[config.mk]
export PLATFORM = sky130hd
export DESIGN_NAME = fetch_sequencer_flat
export DESIGN_NICKNAME = d
export VERILOG_FILES = /design/src/rtl/fetch_sequencer_if.sv /design/src/rtl/fetch_sequencer.sv /design/src/flat_wrapper.sv
export SDC_FILE = /design/constraint.sdc
export NUM_CORES = 1
export LEC_CHECK = 0
export CORE_ASPECT_RATIO = 1.4
export CORE_MARGIN = 3
export CORE_UTILIZATION = 43
export DETAILED_ROUTE_END_ITERATION = 10
export PLACE_DENSITY = 0.77
export SLEW_MARGIN = 20
export SYNTH_ARGS = -nofsm -noshare
export SYNTH_HDL_FRONTEND = slang
export SYNTH_SLANG_ARGS = --single-unit
export TNS_END_PERCENT = 10
[constraint.sdc]
create_clock -name clk -period 2.2 [get_ports clk]
set_input_delay 0.44 -clock clk [delete_from_list [all_inputs] [get_ports clk]]
set_output_delay 0.44 -clock clk [all_outputs]
set_load 0.02 [all_outputs]
[src/rtl/fetch_sequencer_if.sv]
// Loader stream, instruction-memory port and decode-side fetch signals of the fetch sequencer.
interface fetch_sequencer_if #(
  parameter int unsigned AW = 8,
  parameter int unsigned IW = 9
);
  logic          load_valid;
  logic          load_ready;
  logic [IW-1:0] load_data;
  logic          load_last;
  logic          start;
  logic          mem_we;
  logic [AW-1:0] mem_waddr;
  logic [IW-1:0] mem_wdata;
  logic [AW-1:0] mem_addr;
  logic [IW-1:0] mem_instr;
  logic          stall;
  logic          branch_valid;
  logic [AW-1:0] branch_target;
  logic [IW-1:0] instr_out;
  logic          instr_valid;
  logic [AW-1:0] instr_pc;
  logic          halted;
  logic [AW:0]   prog_len;

  modport slave (
    input  load_valid, load_data, load_last, start, mem_instr,
           stall, branch_valid, branch_target,
    output load_ready, mem_we, mem_waddr, mem_wdata, mem_addr,
           instr_out, instr_valid, instr_pc, halted, prog_len
  );

  modport master (
    output load_valid, load_data, load_last, start, mem_instr,
           stall, branch_valid, branch_target,
    input  load_ready, mem_we, mem_waddr, mem_wdata, mem_addr,
           instr_out, instr_valid, instr_pc, halted, prog_len
  );
endinterface

[src/rtl/fetch_sequencer.sv]
// TinyChip fetch sequencer: boot-loads the instruction store from a
// valid/ready stream, then fetches sequentially with stall, branch redirect
// and halt when the PC runs past the loaded program.
module fetch_sequencer #(
  parameter int unsigned AW    = 8,
  parameter int unsigned IW    = 9,
  parameter int unsigned DEPTH = 256
) (
  input  logic              clk,
  input  logic              reset,
  fetch_sequencer_if.slave  bus
);

  localparam int unsigned PW = AW + 1;

  typedef enum logic [1:0] {S_IDLE, S_LOAD, S_RUN, S_HALT} state_t;

  state_t        r_state, w_state_nxt;
  logic [PW-1:0] r_pc, w_pc_nxt;
  logic [AW-1:0] r_wptr, w_wptr_nxt;
  logic [PW-1:0] r_prog_len, w_prog_len_nxt;
  logic [IW-1:0] r_instr_out, w_instr_out_nxt;
  logic [AW-1:0] r_instr_pc, w_instr_pc_nxt;
  logic          r_instr_valid, w_instr_valid_nxt;
  logic          r_halted, w_halted_nxt;

  logic w_load_ready;
  logic w_accept;
  logic w_restart;

  // Loader handshake; a beat arriving in IDLE/HALT always lands at address 0.
  assign w_load_ready = (r_state != S_RUN);
  assign w_accept     = bus.load_valid & w_load_ready;
  assign w_restart    = (r_state == S_IDLE) || (r_state == S_HALT);

  assign bus.load_ready  = w_load_ready;
  assign bus.mem_we      = w_accept;
  assign bus.mem_waddr   = w_restart ? '0 : r_wptr;
  assign bus.mem_wdata   = bus.load_data;
  assign bus.mem_addr    = r_pc[AW-1:0];
  assign bus.instr_out   = r_instr_out;
  assign bus.instr_valid = r_instr_valid;
  assign bus.instr_pc    = r_instr_pc;
  assign bus.halted      = r_halted;
  assign bus.prog_len    = r_prog_len;

  // Next-state and next-register values for load, start and fetch.
  always_comb begin
    w_state_nxt       = r_state;
    w_pc_nxt          = r_pc;
    w_wptr_nxt        = r_wptr;
    w_prog_len_nxt    = r_prog_len;
    w_instr_out_nxt   = r_instr_out;
    w_instr_pc_nxt    = r_instr_pc;
    w_instr_valid_nxt = r_instr_valid;
    w_halted_nxt      = r_halted;

    case (r_state)
      S_IDLE, S_HALT: begin
        if (w_accept) begin
          w_wptr_nxt   = AW'(1);
          w_halted_nxt = 1'b0;
          if (bus.load_last) begin
            // Single-word program: load completes on its only beat.
            w_prog_len_nxt = PW'(1);
            w_state_nxt    = S_IDLE;
          end else begin
            w_prog_len_nxt = '0;
            w_state_nxt    = S_LOAD;
          end
        end else if (bus.start && (r_prog_len != '0)) begin
          w_pc_nxt          = '0;
          w_halted_nxt      = 1'b0;
          w_instr_valid_nxt = 1'b0;
          w_state_nxt       = S_RUN;
        end
      end

      S_LOAD: begin
        if (w_accept) begin
          w_wptr_nxt = r_wptr + AW'(1);
          if (bus.load_last || (r_wptr == AW'(DEPTH - 1))) begin
            w_prog_len_nxt = PW'(r_wptr) + PW'(1);
            w_state_nxt    = S_IDLE;
          end
        end
      end

      S_RUN: begin
        if (bus.branch_valid) begin
          // Redirect squashes the in-flight word even under stall.
          w_pc_nxt          = PW'(bus.branch_target);
          w_instr_valid_nxt = 1'b0;
        end else if (bus.stall) begin
          w_pc_nxt = r_pc;
        end else if (r_pc >= r_prog_len) begin
          // Covers both running off the end and branching beyond it.
          w_instr_valid_nxt = 1'b0;
          w_halted_nxt      = 1'b1;
          w_state_nxt       = S_HALT;
        end else begin
          w_instr_out_nxt   = bus.mem_instr;
          w_instr_pc_nxt    = r_pc[AW-1:0];
          w_instr_valid_nxt = 1'b1;
          w_pc_nxt          = r_pc + PW'(1);
        end
      end

      default: w_state_nxt = S_IDLE;
    endcase
  end

  // State and datapath registers with asynchronous active-high reset.
  always_ff @(posedge clk or posedge reset) begin
    if (reset) begin
      r_state       <= S_IDLE;
      r_pc          <= '0;
      r_wptr        <= '0;
      r_prog_len    <= '0;
      r_instr_out   <= '0;
      r_instr_pc    <= '0;
      r_instr_valid <= 1'b0;
      r_halted      <= 1'b0;
    end else begin
      r_state       <= w_state_nxt;
      r_pc          <= w_pc_nxt;
      r_wptr        <= w_wptr_nxt;
      r_prog_len    <= w_prog_len_nxt;
      r_instr_out   <= w_instr_out_nxt;
      r_instr_pc    <= w_instr_pc_nxt;
      r_instr_valid <= w_instr_valid_nxt;
      r_halted      <= w_halted_nxt;
    end
  end

endmodule

[src/flat_wrapper.sv]
// flat-port wrapper written by rule: the top's interface ports become plain ports
module fetch_sequencer_flat 
#(
  parameter int unsigned AW    = 8,
  parameter int unsigned IW    = 9,
  parameter int unsigned DEPTH = 256
)
  (clk, reset, bus_load_valid, bus_load_data, bus_load_last, bus_start, bus_mem_instr, bus_stall, bus_branch_valid, bus_branch_target, bus_load_ready, bus_mem_we, bus_mem_waddr, bus_mem_wdata, bus_mem_addr, bus_instr_out, bus_instr_valid, bus_instr_pc, bus_halted, bus_prog_len);
  fetch_sequencer_if #(.AW(AW), .IW(IW)) bus_i ();
  input  logic clk;
  input  logic reset;
  input wire logic [$bits(bus_i.load_valid)-1:0] bus_load_valid;
  input wire logic [$bits(bus_i.load_data)-1:0] bus_load_data;
  input wire logic [$bits(bus_i.load_last)-1:0] bus_load_last;
  input wire logic [$bits(bus_i.start)-1:0] bus_start;
  input wire logic [$bits(bus_i.mem_instr)-1:0] bus_mem_instr;
  input wire logic [$bits(bus_i.stall)-1:0] bus_stall;
  input wire logic [$bits(bus_i.branch_valid)-1:0] bus_branch_valid;
  input wire logic [$bits(bus_i.branch_target)-1:0] bus_branch_target;
  output wire logic [$bits(bus_i.load_ready)-1:0] bus_load_ready;
  output wire logic [$bits(bus_i.mem_we)-1:0] bus_mem_we;
  output wire logic [$bits(bus_i.mem_waddr)-1:0] bus_mem_waddr;
  output wire logic [$bits(bus_i.mem_wdata)-1:0] bus_mem_wdata;
  output wire logic [$bits(bus_i.mem_addr)-1:0] bus_mem_addr;
  output wire logic [$bits(bus_i.instr_out)-1:0] bus_instr_out;
  output wire logic [$bits(bus_i.instr_valid)-1:0] bus_instr_valid;
  output wire logic [$bits(bus_i.instr_pc)-1:0] bus_instr_pc;
  output wire logic [$bits(bus_i.halted)-1:0] bus_halted;
  output wire logic [$bits(bus_i.prog_len)-1:0] bus_prog_len;
  assign bus_i.load_valid = bus_load_valid;
  assign bus_i.load_data = bus_load_data;
  assign bus_i.load_last = bus_load_last;
  assign bus_i.start = bus_start;
  assign bus_i.mem_instr = bus_mem_instr;
  assign bus_i.stall = bus_stall;
  assign bus_i.branch_valid = bus_branch_valid;
  assign bus_i.branch_target = bus_branch_target;
  assign bus_load_ready = bus_i.load_ready;
  assign bus_mem_we = bus_i.mem_we;
  assign bus_mem_waddr = bus_i.mem_waddr;
  assign bus_mem_wdata = bus_i.mem_wdata;
  assign bus_mem_addr = bus_i.mem_addr;
  assign bus_instr_out = bus_i.instr_out;
  assign bus_instr_valid = bus_i.instr_valid;
  assign bus_instr_pc = bus_i.instr_pc;
  assign bus_halted = bus_i.halted;
  assign bus_prog_len = bus_i.prog_len;
  fetch_sequencer #(.AW(AW), .IW(IW), .DEPTH(DEPTH)) u_core (.clk(clk), .reset(reset), .bus(bus_i));
endmodule
Yosys cells after proc, flatten, opt, wreduce, memory -nomap -nowiden
Index checks and enable logic that the tools add are counted.
{ "totals": {"ff_bits": 47, "inputBits": 33, "word_cells": 82} }
{ "classes": {"addsub": 3, "n_lt_le_gt_ge": 1, "n_eq_ne": 16, "muxes": 35, "bitwise_logic": 4, "n_reduce_logical": 15} }
{ "op_table": {"columns": ["op", "n"], "rows": [
  ["two-way mux 9 bit", 8],
  ["one-hot mux 9 bit (2 select lines)", 2],
  ["two-way mux 8 bit", 3],
  ["one-hot mux 8 bit (2 select lines)", 1],
  ["two-way mux 2 bit", 7],
  ["inequality test 2 bit, second input constant", 6],
  ["AND reduction 4 bit", 3],
  ["two-way mux 1 bit", 11],
  ["AND reduction 5 bit", 2],
  ["adder 8 x 1 -> 9 bit, second input constant", 1],
  ["adder 9 x 1 -> 9 bit, second input constant", 1],
  [">= comparator 9 bit", 1],
  ["nonzero test 9 bit", 1],
  ["adder 8 x 1 -> 8 bit, second input constant", 1],
  ["equality test 8 bit, second input constant", 1],
  ["inequality test 2 x 1 -> 1 bit, second input constant", 3],
  ["inequality test 3 bit, second input constant", 2],
  ["one-hot mux 2 bit (3 select lines)", 1],
  ["AND reduction 6 bit", 1],
  ["equality test 2 bit, second input constant", 2],
  ["one-hot mux 1 bit (2 select lines)", 2],
  ["nonzero test 2 bit", 2],
  ["inequality test 3 x 2 -> 1 bit, second input constant", 1],
  ["NOT 1 bit", 3],
  ["other kinds (7)", 8]
]} }

Depth between registers and ports, before layout
{ "depth": {"word_depth": 5, "depth_mapped": 10, "mapped_depth_nobuf": 8} }

Worst setup path after synthesis
Ideal clock, no wire load.
{ "synth_timing": {"kind": "register -> register", "start": "register u_core.r_prog_len[2] (netlist: u_core.bus.prog_len[2])", "end": "register u_core.r_instr_out[0] (netlist: u_core.bus.instr_out[0])", "arrival_time_ns": 2.266, "slack_ns": -0.191, "path_stages_with_launch": 10, "path_buffers": 2, "synth_period_minus_slack_ns": 2.391, "cell_sequence": "dfrtp_1 -> inv_1 -> ha_1 -> a21o_1 -> a31oi_4 -> o211ai_4 -> or3_1 -> buf_6 -> buf_12 -> mux2_4"} }
{ "synth_via": {"elab_chain_len": 3} }
{ "synth_rtl": {"columns": ["element", "line_no", "text"], "rows": [
  ["from (decl)", "fetch_sequencer.sv:21", "logic [PW-1:0] r_prog_len, w_prog_len_nxt;"],
  ["from (signal assigned)", "fetch_sequencer.sv:128", "r_prog_len <= w_prog_len_nxt;"],
  [">= comparator 9 bit", "fetch_sequencer.sv:96", "end else if (r_pc >= r_prog_len) begin"],
  ["NOT 1 bit (no source line)", null, null],
  ["AND reduction 4 bit (no source line)", null, null],
  ["to (signal assigned)", "fetch_sequencer.sv:129", "r_instr_out <= w_instr_out_nxt;"],
  ["to (decl)", "fetch_sequencer.sv:22", "logic [IW-1:0] r_instr_out, w_instr_out_nxt;"]
]} }
No other way between the ends.
A chain may end at the register's enable or synchronous reset.

Worst setup path after layout
{ "layout_timing": {"start": "register u_core.r_prog_len[2] (netlist: u_core.bus.prog_len[2])", "end": "register u_core.r_instr_out[3] (netlist: u_core.bus.instr_out[3])"} }
Same word-level chain as after synthesis.

==> impl_metrics.tcl <==
set metrics [dict create \
    status "finished, violations left" \
    violations "negative setup slack" \
    total_leakage_power_uw 0.00188 \
    worst_pin_slew_ns 0.434 \
    pre_cts_slack_ns -0.0778 \
    cp-end-kind "flop" \
    async_flop_share_pct 100 \
    final_common_cell "clkdlybuf4s50_1" \
    wirelength_um 7620 \
    grt_max_degree 22 \
    rsz0062_at_grt "yes" \
    period_share_pct 101 \
    r2r-end "u_core.bus.instr_out[3]" \
    p_per_area_nw_per_um2 1310 \
    io_buffer_count 69 \
    final-hold-violation-count 0 \
    cts_hold_buf 0 \
    r2r_cells 8 \
    antenna_found_initial 0 \
    dp.final_hpwl_um 5830 \
    synth_top_family_by_area "simple AND/OR/NAND/NOR gates" \
    synth_top_area_share_pct 39.6 \
    start_util_pct 44.6 \
    globalplace.congestion 0.916 \
    grt_pass1_vias 2665 \
    root_buffer "clkbuf_8" \
    worst_path_dominant_cell_family "compound AO/OA/AOI/OAI gates" \
    clk_pin_slew_worst_paths_ns 0.09 \
    path_class "reg -> reg" \
    grt_overflow 0 \
    fin_nets 449 \
    die_h_um 104 \
    fin_skew_ns 0.00560 \
    most-common-layout-cells "clkdlybuf4s50_1 (59), buf_4 (45), dfrtp_1 (42), nand2_1 (30), o21ai_0 (22)" \
    critical_path.n_buffers_inverters 2 \
    antenna_cells 0 \
    yosys.area_share.simple_pct 16.8 \
    r2r-start "u_core.bus.prog_len[2]" \
    drt_pass1_iterations 5 \
    worst_hold_slack_ns 0.452 \
    drcViolationCount 0 \
    mappedNetlistNets 357 \
    grt_pass1_wl_um 12600 \
    yosys-top-cells-area "dfrtp_1 (40%), ha_1 (6.3%), mux2_4 (5.1%), buf_4 (4.6%), nand2_1 (3.8%)" \
    ant_nets 0 \
    grtUsageTotal_pct 19.2 \
    hp-class "in -> async" \
    clockBufferDepth 2 \
    clock-sinks 47 \
    period_needed_ns 2.23 \
    layout-drive-gt1-share_pct 24.6 \
    vias_per_cell 5.23 \
    startpoint_type "flop" \
    pin_count 88 \
    cts_tree "done" \
    ys_types 55 \
    crit_chain "inv_2 > ha_4 > a21o_1 > a31oi_4 > o211ai_4 > or3_4 > clkbuf_16 > mux2_4" \
    die_area_um2 7950 \
    stdcell_area_um2 4130 \
    drt_iter0_drc 138 \
    arrival_ns 2.42 \
    yosysTopAreaCell "dfrtp_1" \
    worstPathRequired_ns 2.39 \
    synthMuxAreaShare_pct 8.39 \
    worstPathMaxFanout 8 \
    rows 35 \
    fin_util_pct 62.0 \
    fmax_ghz 0.449 \
    syn_to_final_growth_pct 39.2 \
    syn_inst 309 \
    core_area_um2 6660 \
    synth-edff-count 0 \
    synth-seq-area-share_pct 39.6 \
    numCtsBuffers 5 \
    rrSetupSlack_ns -0.03 \
    peakVddDrop_mv 0.741 \
    vias 2585 \
    die_x_um 76.2 \
    synth_ff_type "dfrtp_1" \
    synth-seq-cells 47 \
    setup_violations 8 \
    total_power_uw 5430 \
    synth_xor_area_share_pct 2.66 \
    synth_area_per_cell_um2 9.60 \
    critPathSlowestCell "dfrtp_2" \
    cpPeakStageDelay_ns 0.41 \
    maxCapViolations 0 \
    clk-insertion-delay-late_ns 0.30 \
    drv_slew 0 \
    syn-cell-area_um2 2970 \
    synth_compound_area_share_pct 16.5 \
    relSlewSlack_pct 71.0 \
    ys_warn_count 0 \
    worst_slack_ns -0.0260 \
    placedInstanceArea_um2 3910 \
    wl_per_cell_um 15.4 \
    synthAdderAreaFrac_pct 6.33 \
    h-tree-depth 2 \
]
## cells by family after synthesis
logic type / after synthesis
AOI/OAI and AO/OA: 69
xor gates and xnor gates: 9
adders and majority gates: 15
buffers and inverters: 51
DFF: 47
muxes: 19
and+or+nand+nor: 99
## worst max-delay path by stage
stage                                      start                       to  slack [ns]  cells past startpoint
after floorplan           u_core.bus.prog_len[8]  u_core.bus.instr_out[0]       -0.04                      9
after global placement          bus_branch_valid           u_core.r_pc[4]       -0.01                      6
after detailed placement        bus_branch_valid           u_core.r_pc[8]       -0.08                      7
after CTS                 u_core.bus.prog_len[7]   u_core.bus.instr_pc[0]        0.02                      8
after global routing      u_core.bus.prog_len[2]  u_core.bus.instr_out[3]       -0.08                      8
final                     u_core.bus.prog_len[2]  u_core.bus.instr_out[3]       -0.03                      8
## sequential cells by signal, summed over array words and instances, names as in the netlist
register	flops
u_core.bus.halted	1
u_core.bus.instr_valid	1
u_core.r_wptr	8
u_core.r_pc	9
u_core.r_state	2
u_core.bus.prog_len	9
u_core.bus.instr_pc	8
u_core.bus.instr_out	9
## per-stage QoR
step,TNS [ns],instances
2_1_floorplan,-0.422,309
3_3_place_gp,-0.0129,479
3_5_place_dp,-0.356,479
4_1_cts,0,487
5_1_grt,-0.944,494
6_report,-0.176,494
## final cells by class
type                            instances  area, µm²
Fill cell                             576       2530
Clock buffer                            7       76.3
Sequential cell                        47       1180
Tap cell                               92        115
Timing Repair Buffer                  117       1080
Clock inverter                          1       5.00
Multi-Input combinational cell        211       1600
Inverter                               19       71.3
## worst reg2reg max path: stages, from the launching register on
cell and delay [ns]:
dfrtp_2 0.41, inv_2 0.07, ha_4 0.21, a21o_1 0.18
a31oi_4 0.25, o211ai_4 0.11, or3_4 0.41, clkbuf_16 0.19
mux2_4 0.30
## power breakdown
part,switching (µW),internal (µW)
Clock,293,224
Combinational,1820,1810
Sequential,161,1120
Total,2270,3160
## metal layers
metal	GRT usage [%]	wire [µm]
met2	34.0	3800
met5	0	0
met4	7.90	272
met3	4.94	459
met1	21.8	3090
## cells in the mapped netlist (2+ instances only)
| library cell | instances |
|---|---|
| dfrtp_1 | 47 |
| nand2_1 | 30 |
| o21ai_0 | 22 |
| inv_1 | 19 |
| buf_4 | 18 |
| ha_1 | 15 |
| nand3_1 | 12 |
| nor2_1 | 12 |
| nor2b_1 | 12 |
| mux2_4 | 10 |
| clkbuf_1 | 9 |
| a21oi_1 | 7 |
| and3_1 | 7 |
| mux2_2 | 7 |
| nand2b_1 | 6 |
| o31ai_1 | 6 |
| xnor2_1 | 5 |
| a21o_1 | 4 |
| nand4_1 | 4 |
| nor4_1 | 4 |
| or3_1 | 4 |
| xor2_1 | 4 |
| buf_2 | 3 |
| nor3_1 | 3 |
| o21ai_1 | 3 |
| a221oi_1 | 2 |
| a31oi_1 | 2 |
| a32o_1 | 2 |
| mux2i_1 | 2 |
| o211ai_1 | 2 |
| or2_2 | 2 |
## repair_timing
action,in CTS,in global routing
pin swaps,0,4
gates cloned,0,1
gates resized for setup,12,14
buffers inserted,0,6
endpoints found under the setup margin,14,27
No activity file was read; power rests on OpenSTA's default activity.
